$ cat src/rtl/seq_detector_param_if.sv
// Serial bit-sequence detector bus: bit stream, pattern reload,
// counter clear (master side) and match pulse / counter (slave side).
//   in, en          : serial bit and its valid qualifier
//   pat_load, pat_in: runtime pattern reload
//   clr_cnt         : synchronous clear of the match counter
//   out             : registered one-cycle match pulse
//   match_cnt       : saturating match count
//   cnt_sat         : match_cnt is all-ones
interface seq_detector_param_if #(
    parameter int unsigned PAT_W = 6,
    parameter int unsigned CNT_W = 8
);
    logic             in;
    logic             en;
    logic             pat_load;
    logic [PAT_W-1:0] pat_in;
    logic             clr_cnt;
    logic             out;
    logic [CNT_W-1:0] match_cnt;
    logic             cnt_sat;

    modport master (
        output in, en, pat_load, pat_in, clr_cnt,
        input  out, match_cnt, cnt_sat
    );

    modport slave (
        input  in, en, pat_load, pat_in, clr_cnt,
        output out, match_cnt, cnt_sat
    );
endinterface

$ cat src/rtl/seq_detector_param.sv
// Parameterised serial bit-sequence detector with runtime pattern
// reload, input-valid qualifier and a saturating match counter.
//   clk   : system clock, rising edge
//   reset : asynchronous active-high, clears all state
//   bus   : seq_detector_param_if slave (stream in, pulse/count out)
module seq_detector_param #(
    parameter int unsigned      PAT_W   = 6,
    parameter logic [PAT_W-1:0] PATTERN = 6'b110011,
    parameter bit               OVERLAP = 1'b1,
    parameter int unsigned      CNT_W   = 8
) (
    input  logic                 clk,
    input  logic                 reset,
    seq_detector_param_if.slave  bus
);
    localparam int unsigned FW = $clog2(PAT_W + 1);
    localparam logic [FW-1:0] FULL = FW'(PAT_W);

    logic [PAT_W-1:0] r_pat;
    logic [PAT_W-1:0] r_hist;
    logic [FW-1:0]    r_fill;
    logic             r_out;
    logic [CNT_W-1:0] r_cnt;

    logic [PAT_W-1:0] w_hist_n;
    logic [FW-1:0]    w_fill_n;
    logic             w_match;
    logic             w_cnt_max;

    // r_fill counts valid bits since the last restart; it gates the
    // compare so zero-filled history cannot match an all-zero pattern.
    always_comb begin
        w_hist_n  = {r_hist[PAT_W-2:0], bus.in};
        w_fill_n  = (r_fill == FULL) ? FULL : r_fill + 1'b1;
        w_match   = bus.en && !bus.pat_load &&
                    (w_fill_n == FULL) && (w_hist_n == r_pat);
        w_cnt_max = &r_cnt;
    end

    always_ff @(posedge clk or posedge reset) begin
        if (reset) begin
            r_pat  <= PATTERN;
            r_hist <= '0;
            r_fill <= '0;
        end else if (bus.pat_load) begin
            r_pat  <= bus.pat_in;
            r_hist <= '0;
            r_fill <= '0;
        end else if (bus.en) begin
            r_hist <= w_hist_n;
            r_fill <= (w_match && !OVERLAP) ? '0 : w_fill_n;
        end
    end

    // w_match is already low on load and idle cycles.
    always_ff @(posedge clk or posedge reset) begin
        if (reset) begin
            r_out <= 1'b0;
        end else begin
            r_out <= w_match;
        end
    end

    always_ff @(posedge clk or posedge reset) begin
        if (reset) begin
            r_cnt <= '0;
        end else if (bus.clr_cnt) begin
            r_cnt <= '0;
        end else if (w_match && !w_cnt_max) begin
            r_cnt <= r_cnt + 1'b1;
        end
    end

    assign bus.out       = r_out;
    assign bus.match_cnt = r_cnt;
    assign bus.cnt_sat   = w_cnt_max;
endmodule

$ cat src/flat_wrapper.sv
// flat-port wrapper written by rule: the top's interface ports become plain ports
module seq_detector_param_flat 
#(
    parameter int unsigned      PAT_W   = 6,
    parameter logic [PAT_W-1:0] PATTERN = 6'b110011,
    parameter bit               OVERLAP = 1'b1,
    parameter int unsigned      CNT_W   = 8
)
  (clk, reset, bus_in, bus_en, bus_pat_load, bus_pat_in, bus_clr_cnt, bus_out, bus_match_cnt, bus_cnt_sat);
  seq_detector_param_if #(.PAT_W(PAT_W), .CNT_W(CNT_W)) bus_i ();
  input  logic clk;
  input  logic reset;
  input wire logic [$bits(bus_i.in)-1:0] bus_in;
  input wire logic [$bits(bus_i.en)-1:0] bus_en;
  input wire logic [$bits(bus_i.pat_load)-1:0] bus_pat_load;
  input wire logic [$bits(bus_i.pat_in)-1:0] bus_pat_in;
  input wire logic [$bits(bus_i.clr_cnt)-1:0] bus_clr_cnt;
  output wire logic [$bits(bus_i.out)-1:0] bus_out;
  output wire logic [$bits(bus_i.match_cnt)-1:0] bus_match_cnt;
  output wire logic [$bits(bus_i.cnt_sat)-1:0] bus_cnt_sat;
  assign bus_i.in = bus_in;
  assign bus_i.en = bus_en;
  assign bus_i.pat_load = bus_pat_load;
  assign bus_i.pat_in = bus_pat_in;
  assign bus_i.clr_cnt = bus_clr_cnt;
  assign bus_out = bus_i.out;
  assign bus_match_cnt = bus_i.match_cnt;
  assign bus_cnt_sat = bus_i.cnt_sat;
  seq_detector_param #(.PAT_W(PAT_W), .PATTERN(PATTERN), .OVERLAP(OVERLAP), .CNT_W(CNT_W)) u_core (.clk(clk), .reset(reset), .bus(bus_i));
endmodule
$ cat config.mk
export PLATFORM = sky130hd
export DESIGN_NAME = seq_detector_param_flat
export DESIGN_NICKNAME = d
export VERILOG_FILES = /design/src/rtl/seq_detector_param_if.sv /design/src/rtl/seq_detector_param.sv /design/src/flat_wrapper.sv
export SDC_FILE = /design/constraint.sdc
export NUM_CORES = 1
export LEC_CHECK = 0
export BUFFER_PORTS_ARGS = -buffer_cell sky130_fd_sc_hd__buf_2
export CORE_UTILIZATION = 58
export DETAILED_ROUTE_END_ITERATION = 8
export HOLD_SLACK_MARGIN = 0.12
export PLACE_DENSITY = 0.83
export SKIP_LAST_GASP = 1
export SLEW_MARGIN = 25
export SYNTH_ARGS = -nofsm -noshare
export SYNTH_HDL_FRONTEND = slang
export SYNTH_SLANG_ARGS = --single-unit
$ cat constraint.sdc
create_clock -name clk -period 3.4 [get_ports clk]
set_input_delay 0.17 -clock clk [delete_from_list [all_inputs] [get_ports clk]]
set_output_delay 0.17 -clock clk [all_outputs]
set_load 0.01 [all_outputs]
======== After elaboration in Yosys (flattened, before gate mapping) ========
Cells that the tools add are included.
W data, S select, Z words.
word-level totals
  flip-flop bits (word level) ............. 23
  logic and storage cells ................. 26
  input bits .............................. 12
cells by class
  equality and inequality tests ........... 3
  mux-type cells .......................... 7
  reductions and logical operators ........ 9
  add/sub/neg operators ................... 2
operators by type and width
  kind                   count
  $mux W8                2
  $mux W5                2
  $mux W3                3
  $add A8 B1 Y8 const B  1
  $reduce_and A8 Y1      1
  $eq A3 B3 Y1 const B   2
  $eq A6 B6 Y1           1
  $logic_and A1 B1 Y1    4
  $reduce_bool A2 Y1     2
  $add A3 B1 Y3 const B  1
  $logic_not A1 Y1       2

======== Depth between registers and ports, before layout ========
  word-level depth ........................ 8
  depth in mapped cells ................... 8

======== Worst setup path after synthesis ========
OpenSTA, ideal clock, no wires.
  path kind ............................... flip-flop to flip-flop
  start ................................... register u_core.r_fill[0]
  end ..................................... register u_core.r_cnt[6] (netlist: u_core.bus.match_cnt[6])
  arrival time ............................ 1,908 ps
  path slack .............................. 1,364 ps
  data required time ...................... 3,272 ps
  stages on the path, launching flop included .. 8
  buffers on the path ..................... 0
  cell sequence ........................... dfrtp_1 -> inv_1 -> ha_1 -> a21boi_1 -> nor4_2 -> nand4_2 -> nor4_1 -> mux2_1
between the ends
  cells in the longest elaborated chain, start to end .. 7
  elaborated cells between the ends (all ways) .. 8
  classes of those cells .................. 1 x add/sub; 2 x eq/ne; 1 x mux; 4 x reduce/logical
RTL lines
  item                                           RTL line                  RTL
  start: declaration                             seq_detector_param.sv:21  logic [FW-1:0] r_fill;
  start signal: assignment                       seq_detector_param.sv:51  r_fill <= (w_match && !OVERLAP) ? '0 : w_fill_n;
  $add A3 B1 Y3 or $eq A3 B3 Y1 (tied branches)  seq_detector_param.sv:34  w_fill_n = (r_fill == FULL) ? FULL : r_fill + 1'b1;
  $mux W3 *                                      seq_detector_param.sv:34
  $eq A3 B3 Y1 *                                 seq_detector_param.sv:36  (w_fill_n == FULL) && (w_hist_n == r_pat);
  $logic_and A1 B1 Y1 *                          seq_detector_param.sv:35  w_match = bus.en && !bus.pat_load &&
  $logic_and A1 B1 Y1 *                          seq_detector_param.sv:36
  $logic_and A1 B1 Y1 *                          seq_detector_param.sv:69  end else if (w_match && !w_cnt_max) begin
  $reduce_bool A2 Y1 (no line) *                 --
  end signal: assignment                         seq_detector_param.sv:70  r_cnt <= r_cnt + 1'b1;
  end: declaration                               seq_detector_param.sv:23  logic [CNT_W-1:0] r_cnt;
Every way passes the cells marked *; elsewhere a longest branch is shown, timed or not.
A chain may end at the register's enable or synchronous reset.

======== Final worst setup path ========
Same ends and word-level chain as after synthesis.

==> parameters.txt <==
Parameter                              Value

Floorplanning
  Io pins    22
  Initial Utilization    64.9%
  # rows    15
  Overall die area    0.00222 sq mm
  Die height    47.1 um
  Placeable core area    approximately 0.0018 sq mm
  Die Span X    47.1 um

Setup path
  Worst setup slack for register-to-register paths    970 ps
  Type of destination of the critical path    flip-flop
  Count of buffering cells on the critical path with inverters included    1
  Critical register-to-register path startpoint    u_core.r_fill[0]$_DFFE_PP0P_
  Dominant delay contributor by cell family on the critical path    simple AND/OR/NAND/NOR gates
  Capture instance of the worst register-to-register path    u_core.bus.match_cnt[6]$_DFFE_PP0P_
  Number of stages on the worst setup path    7
  Worst setup path class    reg -> reg
  Maximum fanout count along the critical path    15
  Slowest CP cell    dfrtp_1
  Maximum cell stage delay along the critical path    460 ps
  Arrival time at the worst endpoint    2630 ps
  Startpoint class of the critical path    flip-flop
  CP Data Required Time    roughly 3600 ps
  Number of cells on the worst reg-to-reg path    7
  Chain of cells forming the critical path    inv_1, ha_1, a21boi_1, nor4_2, nand4_2, nor4_1, mux2_1

Yosys
  Area of the mapped netlist    approximately 0.0012 sq mm
  Top cell type's share of synthesized area    40.3%
  Biggest area contributors in the synthesized netlist    dfrtp_1, dfstp_2, mux2i_1, mux2_2, a21oi_1
  Primary flip-flop cell chosen by synthesis mapping    dfrtp_1
  Count of flip-flops with a built-in enable after synthesis    0
  Number of distinct library cell variants in the gate-level netlist after synthesis    34
  Post-Syn Instances    111
  Share of flip-flops with an asynchronous set or reset after synthesis    100%
  Part of the Yosys area used for sequential elements    just under 50%
  Average cell area after synthesis    10.6 sq um
  Mapped Nets    between 100 and 150
  Cell type with the largest total area after synthesis    dfrtp_1
  Most frequent cell after synthesis    dfrtp_1
  Synth warn    0
  Number of flip-flops and latches in the synthesized netlist    23
  Commonest cells in the synthesized netlist    dfrtp_1, a21oi_1, nor2_1, mux2i_1, mux2_2

Placed design
  DP HPWL    1.51 mm
  Number of placed instances, taps included    152
  Port bufs    21
  Cell area after placement    about 0.0013 sq mm
  Final weighted congestion of routability-driven global placement    0.841

Final layout
  Non-filler instance count after layout    164
  Share of post-route cells with drive strength above 1    approximately 29%
  Summed area of non-filler cells in the final layout    between 0.001 and 0.0015 sq mm
  Net total in the final layout    around 160
  Area Growth Syn to Fin    19.0%
  Number of filler cells placed in the layout    around 140
  Register area    581 sq um
  Multi-input gate area in the final layout    about 570 sq um
  ANT cells    0

Worst hold path
  Start point of the worst min-delay path    bus_in
  Worst hold-check path type    in -> reg
  Worst Hold Path EP    u_core.r_hist[0]$_DFFE_PP0P_
  Hold Path Cell Cnt    3

CTS
  Clk pin slew, worst setup/hold paths    130 ps
  CTS resizes    0
  Worst-Skew Late Latency    310 ps
  CTS sink cnt    23
  Number of buffers on the longest clock path    2
  H-tree depth reported by CTS    1
  Clock tree from TritonCTS    yes
  Clock buffers created by TritonCTS    3
  Root buffer selected by CTS    clkbuf_4

Global routing
  Global-route usage over all layers    25.1%
  First-pass GRT wire length    3.80 mm
  Global route overflow    0
  Maximum number of pins on one net before global-route repair    24
  Antenna violations before repair    0
  Via count of the first global-routing pass    between 800 and 900

Route
  Total wirelength of the detailed-routed design    2.28 mm
  Antenna violation net count after detailed routing    0
  Initial detailed-routing violation count    18
  Total via count in the routed design    between 900 and 1000
  # DRC    0
  Total iterations of the first detailed-routing run    4
  Vias per cell    5.76
  Wirelength per Cell    13.9 um

Power
  Leakage power    0.000668 uW
  Max IR drop VDD    0.000326 V
  PD cells    344 mW/mm^2

Timing
  Slew margin rel.    about 45%
  Peak Freq    411 MHz
  Share of the clock period used by the worst path after layout    71.5%
  Final-report setup violation count    0
  Transition at the pin with the smallest max-transition slack    826 ps
  Final hold violations    0
  Count of final max-slew check failures    0
  Final TNS setup    0 ps
  Worst setup skew after layout    10.1 ps
  Final critical-path required period    2430 ps
  Setup repair after global routing missed its margin    false

Run status
  Run status    completed

Run
  Maximum Capacitance Violations    0
-- placed cells by master, fill, tap and decap left out, types with 2 or more instances in the layout --
cell / count
buf_2: 21
dfrtp_1: 19
a21oi_1: 11
nor2_1: 9
dlygate4sd3_1: 8
mux2i_1: 7
mux2_2: 6
nand3_1: 5
xor2_1: 4
inv_1: 4
o21ai_0: 4
or3_1: 4
dfstp_2: 4
nand2_1: 3
ha_1: 3
clkbuf_4: 3
xnor2_1: 2
nand4_1: 2
nor2b_1: 2
o31ai_1: 2
or4_1: 2
-- through the flow --
step	total power [uW]	hold WS, ps	setup slack [ps]	utilization, %
after floorplan	340	169	1360	-
after global placement	353	369	1110	71.3
after detailed placement	355	383	1010	71.3
after CTS	485	143	983	77.2
after global routing	504	128	765	77.2
final	483	141	968	77.2
-- power breakdown --
| part | internal, uW | leakage [uW] | total (uW) | switching, uW |
|---|---|---|---|---|
| clock | 44.0 | 0.0000177 | 126 | 82.2 |
| combinational | 30.2 | 0.000351 | 60.2 | 30.0 |
| sequential | 288 | 0.000300 | 297 | 9.16 |
-- layer usage --
layer | GRT usage, % | vias up | wire (um)
met4 | 8.57 | 0 | 26
li1 | - | 456 | -
met1 | 33.5 | 460 | 1020
met2 | 41.4 | 25 | 1150
met3 | 4.62 | 4 | 79
met5 | 0 | - | 0
-- state kept, by name, summed over array words and instances, names as in the netlist --
register              cells
u_core.r_pat              6
u_core.r_hist             5
u_core.bus.match_cnt      8
u_core.bus.out            1
u_core.r_fill             3
-- worst reg2reg max path, cell delays in order (launching register included) --
cell	delay [ps]
dfrtp_1	460
inv_1	60
ha_1	280
a21boi_1	150
nor4_2	290
nand4_2	350
nor4_1	390
mux2_1	350
-- layout make-up --
class	instances	share of cell area [%]
well taps	25	2.23
clock buffers	3	1.60
inverters	4	1.07
multi-input cells	79	40.2
flip-flops and latches	23	41.3
repair buffers	29	13.2
clock inverters	1	0.356
-- worst max path at each step --
| stage | from | endpoint | slack, ps |
|---|---|---|---|
| final | u_core.r_fill[0]$_DFFE_PP0P_ | u_core.bus.match_cnt[6]$_DFFE_PP0P_ | 970 |
| after detailed placement | u_core.r_fill[0]$_DFFE_PP0P_ | u_core.bus.match_cnt[6]$_DFFE_PP0P_ | 1010 |
| after global routing | u_core.r_fill[0]$_DFFE_PP0P_ | u_core.bus.match_cnt[6]$_DFFE_PP0P_ | 760 |
| after global placement | u_core.r_fill[0]$_DFFE_PP0P_ | u_core.bus.match_cnt[6]$_DFFE_PP0P_ | 1110 |
| after floorplan | u_core.r_fill[0]$_DFFE_PP0P_ | u_core.bus.match_cnt[6]$_DFFE_PP0P_ | 1360 |
| after CTS | u_core.r_fill[0]$_DFFE_PP0P_ | u_core.bus.match_cnt[6]$_DFFE_PP0P_ | 980 |
-- logic make-up after synthesis --
group                      after synthesis  share of synthesized area, %
adders and majority gates                3                          3.18
AOI/OAI and AO/OA                       20                          9.64
and+or+nand+nor                         36                          18.0
DFF                                     23                          49.2
buffers and inverters                    9                          2.96
xor gates and xnor gates                 6                          4.45
muxes                                   14                          12.6
-- timing repair --
action | in CTS | in global routing
buffers inserted | 0 | 0
setup endpoints to repair | 0 | 0
hold endpoints to repair | 26 | 0
hold buffers | 8 | 0
Power figures use the tool's default switching activity.
